===== src/rtl/sub_pkg.sv =====
// Shared defaults and helpers for the sub2 N-channel round-robin serializer.
package sub_pkg;

  localparam int DEF_NCH  = 3;
  localparam int DEF_W    = 8;
  localparam int DEF_CNTW = 16;

  typedef logic [$clog2(DEF_NCH)-1:0] ch_idx_t;

  // Modulo increment of a channel index; wraps to 0 after nch-1.
  function automatic int rr_next(input int ptr, input int nch);
    return (ptr + 1 >= nch) ? 0 : ptr + 1;
  endfunction

endpackage


===== src/rtl/rr_arbiter.sv =====
// Combinational arbiter: fixed priority (lowest index) or round-robin from ptr.
module rr_arbiter
  import sub_pkg::*;
#(
  parameter int NCH  = DEF_NCH,
  parameter int IDXW = $clog2(DEF_NCH)
) (
  input  logic [NCH-1:0]  req,
  input  logic [IDXW-1:0] ptr,
  input  logic            mode_rr,
  input  logic            en,
  output logic [NCH-1:0]  gnt,
  output logic [IDXW-1:0] gnt_idx
);

  always_comb begin
    int   base;
    int   idx;
    logic found;
    gnt     = '0;
    gnt_idx = '0;
    found   = 1'b0;
    base    = mode_rr ? int'(ptr) : 0;
    idx     = 0;
    // Scan all channels once, starting at base and wrapping.
    for (int k = 0; k < NCH; k++) begin
      idx = base + k;
      if (idx >= NCH) idx = idx - NCH;
      if (en && !found && req[idx]) begin
        found    = 1'b1;
        gnt[idx] = 1'b1;
        gnt_idx  = IDXW'(idx);
      end
    end
  end

endmodule


===== src/rtl/sub2_rr_mux.sv =====
// N-channel arbiter/serializer onto one registered valid/ready output slot,
// with per-channel saturating grant counters.
module sub2_rr_mux
  import sub_pkg::*;
#(
  parameter int NCH  = DEF_NCH,
  parameter int W    = DEF_W,
  parameter int CNTW = DEF_CNTW
) (
  input  logic                      clk,
  input  logic                      rst,
  input  logic                      mode_rr,
  input  logic                      clr_cnt,
  input  logic [NCH-1:0]            in_valid,
  output logic [NCH-1:0]            in_ready,
  input  logic [W-1:0]              in_data [NCH],
  output logic                      out_valid,
  input  logic                      out_ready,
  output logic [W-1:0]              out_data,
  output logic [$clog2(NCH)-1:0]    out_ch,
  output logic [NCH-1:0][CNTW-1:0]  grant_cnt
);

  localparam int IDXW = $clog2(NCH);
  typedef logic [IDXW-1:0] idx_t;

  // Handshake: a transfer happens on a rising edge where valid && ready are
  // both high; in_ready is one-hot (or zero) and only offered when the slot is free.
  logic                     r_out_valid;
  logic [W-1:0]             r_out_data;
  idx_t                     r_out_ch;
  idx_t                     r_ptr;
  logic [NCH-1:0][CNTW-1:0] r_cnt;

  logic                     w_free;
  logic [NCH-1:0]           w_gnt;
  idx_t                     w_gnt_idx;
  logic                     w_accept;
  logic [W-1:0]             w_sel_data;

  assign w_free = !r_out_valid || out_ready;

  rr_arbiter #(.NCH(NCH), .IDXW(IDXW)) u_arb (
    .req     (in_valid),
    .ptr     (r_ptr),
    .mode_rr (mode_rr),
    .en      (w_free && !rst),
    .gnt     (w_gnt),
    .gnt_idx (w_gnt_idx)
  );

  assign w_accept = |(w_gnt & in_valid);

  always_comb begin
    w_sel_data = '0;
    for (int i = 0; i < NCH; i++) begin
      if (w_gnt[i]) w_sel_data = in_data[i];
    end
  end

  always_ff @(posedge clk) begin
    if (rst) begin
      r_out_valid <= 1'b0;
      r_out_data  <= '0;
      r_out_ch    <= '0;
      r_ptr       <= '0;
    end else if (w_free) begin
      if (w_accept) begin
        r_out_valid <= 1'b1;
        r_out_data  <= w_sel_data;
        r_out_ch    <= w_gnt_idx;
        r_ptr       <= idx_t'(rr_next(int'(w_gnt_idx), NCH));
      end else begin
        r_out_valid <= 1'b0;
      end
    end
  end

  // A clear in the same cycle as an accept takes precedence.
  always_ff @(posedge clk) begin
    if (rst || clr_cnt) begin
      r_cnt <= '0;
    end else begin
      for (int i = 0; i < NCH; i++) begin
        if (w_gnt[i] && in_valid[i] && (r_cnt[i] != {CNTW{1'b1}})) begin
          r_cnt[i] <= r_cnt[i] + 1'b1;
        end
      end
    end
  end

  assign in_ready  = w_gnt;
  assign out_valid = r_out_valid;
  assign out_data  = r_out_data;
  assign out_ch    = r_out_ch;
  assign grant_cnt = r_cnt;

endmodule


===== config.mk =====
export PLATFORM = sky130hd
export DESIGN_NAME = sub2_rr_mux
export DESIGN_NICKNAME = d
export VERILOG_FILES = /design/src/rtl/sub_pkg.sv /design/src/rtl/rr_arbiter.sv /design/src/rtl/sub2_rr_mux.sv
export SDC_FILE = /design/constraint.sdc
export NUM_CORES = 1
export LEC_CHECK = 0
export ABC_AREA = 1
export BUFFER_PORTS_ARGS = -buffer_cell sky130_fd_sc_hd__buf_2
export CAP_MARGIN = 30
export CORE_MARGIN = 2
export CORE_UTILIZATION = 58
export DETAILED_ROUTE_END_ITERATION = 8
export GPL_TIMING_DRIVEN = 1
export PLACE_DENSITY = 0.85
export SLEW_MARGIN = 20
export SYNTH_ARGS = -nofsm -noshare
export SYNTH_HDL_FRONTEND = slang
export SYNTH_HIERARCHICAL = 1
export SYNTH_SLANG_ARGS = --single-unit

===== constraint.sdc =====
create_clock -name clk -period 4.5 [get_ports clk]
set_input_delay 0.45 -clock clk [delete_from_list [all_inputs] [get_ports clk]]
set_output_delay 0.45 -clock clk [all_outputs]
set_load 0.05 [all_outputs]

==> reports/results.ini <==
[synth]
synth_fa_ha_area_share_pct = 2.27
synth_top_family_by_area = simple AND/OR/NAND/NOR gates
synth_seq_area_share_pct = 31.6
yosys_warnings = 6
synth_top_area_share_pct = 31.6
syn_inst = 601
synth_compound_area_share_pct = 9.89
synth_area_leaders = dfxtp_1 32%, nand2_1 14%, nor2_1 12%
synth_edf_count = 0
synth_mux_area_share_pct = 0
synth.avg_cell_area_um2 = 6.42
synth.largest_area_cell = dfxtp_1
synth_flop_cell = dfxtp_1
yosys.area_share.simple_pct = 46.7
async_reset_ff_share_pct = 0
ys_ff_latch = 61
ys_types = 32
synth_nets = 640
synth_area_um2 = 3860
synth_xor_area_share_pct = 0.908

[critical_path]
crit_fanout = 11
critPathKind = flop to primary output
end_kind = primary output
critPathRequiredTime_ps = 4050
arrival_ps = 2460
ff2ff_setup_slack_ps = 1620
worst_setup_path_start_kind = flop

[sta]
slew_headroom_pct = 41.6
max_freq_mhz = 344
setup_violations = 0
whs_ps = 409
final.setup.worst_slack_ps = 1590
fin_skew_ps = 6.89
period_needed_ps = 2910
hold_viol = 0
fin_crit_sh_pct = 64.6
tightestPinTransition_ps = 876
slew_viol_final = 0
grt_setup_unrepaired = no
setup_tns_ps = 0

[power_and_ir_drop]
p_clk_share_pct = 37.5
p_leak_nw = 2.06
pwr-share-seq_pct = 44.5
irDropWorstVdd_v = 0.000226
p_sw_mw = 0.390
p_int_mw = 0.889
power_frac_comb_pct = 18.0
swShare_pct = 30.5
power_density_nw_per_um2 = 283

[floorplanning]
rows = 29
fp.dieW_um = 85.6
ios = 94
die_h_um = 85.6
initial_core_util_pct = 60.4
fp.coreArea_um2 = 6390
dieArea_um2 = 7320

[final_layout]
multi_input_area_um2 = 2310
final_util_pct = 70.7
drive_above_1_share_pct = 23.4
layout.nets = 732
fin_cells = 775
fillCellCount = 541
areaGrowthSynthToFinish_pct = 17.1
regArea_um2 = 1220
diodes = 0

[grt]
antenna_found_initial = 0
grt_use_total_pct = 25.5
grt_pass1_vias = 3629
grt_pass1_wl_um = 15600
grt_overflow = 0
grt_max_degree = 27

[detailed_routing]
ant_nets = 0
wl_um = 9430
drc = 0
avgViaCountPerCell = 5.33
drtIter0Drc = 190
firstDrtPassIters = 6
vias = 4131
post_drt_wl_per_cell_um = 12.2

[clock_network]
cts_buffer_depth = 2
cts.sinks = 61
cts_buffers = 9
cts_resized = 0
cts_setup_buffers = 0
clk-insertion-delay-late_ps = 330
cts_tree = built
hold_buffers = 0
ctsRootBufferMaster = clkbuf_8
h-tree-depth = 3
clk_pin_slew_ps = 60

[placed_design]
dp_hpwl_um = 7010
gp_congestion = 0.908
numPortBuffers = 93
dp.cells = 759
pre_cts_ws_ps = 1430

[run]
maxCapViolCount = 0

[hold_path]
min_path_type = input port to flop

[run_status]
status = complete, no violations

## placed cells by master (no fill, tap or decap), types with 6 or more instances in the layout
cell type / instances
buf_2: 93
nor2_4: 10
dfxtp_1: 61
nand4_1: 14
clkbuf_8: 10
nand3_2: 6
inv_1: 50
a21oi_1: 40
nor2_1: 122
o21ai_0: 23
nand3_1: 55
nand2_2: 12
inv_2: 8
nand2_1: 143
ha_1: 7
## per-stage QoR
step,cell area [um^2],power (mW)
6_report,4520,1.28
3_5_place_dp,4330,0.809
2_1_floorplan,3860,0.757
4_1_cts,4520,1.28
5_1_grt,4520,1.33
3_3_place_gp,4330,0.803
## critical path: stages (launching register included)
cell and delay, ps:
dfxtp_1 360, nand2_1 110, inv_1 100, ha_1 270, nand2_1 110, nand3_2 110, nand2_2 100, nor2_2 140
nand2_1 80, nand3_1 390, buf_2 350
## sequential cells by signal, indices dropped and copies added (netlist names)
register   count
grant_cnt     48
out_data       8
out_ch         2
r_ptr          2
out_valid      1
## cell type report
type	count	area share, %
clock inverters	4	1.05
clock buffers	12	3.21
repair buffers	94	10.5
multi-input cells	467	51.0
well taps	77	2.13
inverters	60	5.07
flip-flops and latches	61	27.0
## cell usage after synthesis, types with 2 or more instances
cell,number
a21oi_1,40
a21oi_2,5
buf_2,4
buf_4,3
buf_6,5
dfxtp_1,61
ha_1,7
inv_1,50
inv_2,8
nand2_1,143
nand2_2,12
nand2_4,4
nand3_1,55
nand3_2,6
nand3_4,3
nand3b_1,3
nand4_1,14
nor2_1,122
nor2_2,3
nor2_4,10
nor3_1,4
nor3b_1,2
o21ai_0,23
o21ai_1,3
xor2_1,4
## cell families after synthesis
family	after synthesis
AO/OA/AOI/OAI	72
XOR/XNOR	4
adder cells (fa/ha/maj)	7
buffers and inverters	73
flip-flops	61
AND/OR/NAND/NOR	384
## worst paths after layout
path | to | cells past startpoint | start
worst max register to register | grant_cnt[21]$_SDFFE_PP0P_ | 16 | r_ptr[0]$_SDFFE_PP0P_
worst min register to register | out_ch[0]$_SDFFE_PP0P_ | 2 | out_ch[0]$_SDFFE_PP0P_
worst max-delay path | in_ready[2] | 10 | r_ptr[0]$_SDFFE_PP0P_
worst min-delay path | r_ptr[0]$_SDFFE_PP0P_ | 2 | rst
## power groups by stage
stage                     combinational (mW)  sequential (mW)  clock [mW]
after detailed placement               0.228            0.581           0
final                                  0.230            0.569       0.480
after CTS                              0.229            0.568       0.487
after floorplan                        0.124            0.633           0
after global placement                 0.223            0.580           0
after global routing                   0.252            0.570       0.512
## metal layers
metal / GRT usage (%) / wire length, um
met1: 33.1 / 4210
met2: 43.6 / 4590
met3: 5.00 / 555
met4: 6.49 / 72
met5: 0 / 0
No activity file was read; power rests on OpenSTA's default activity.
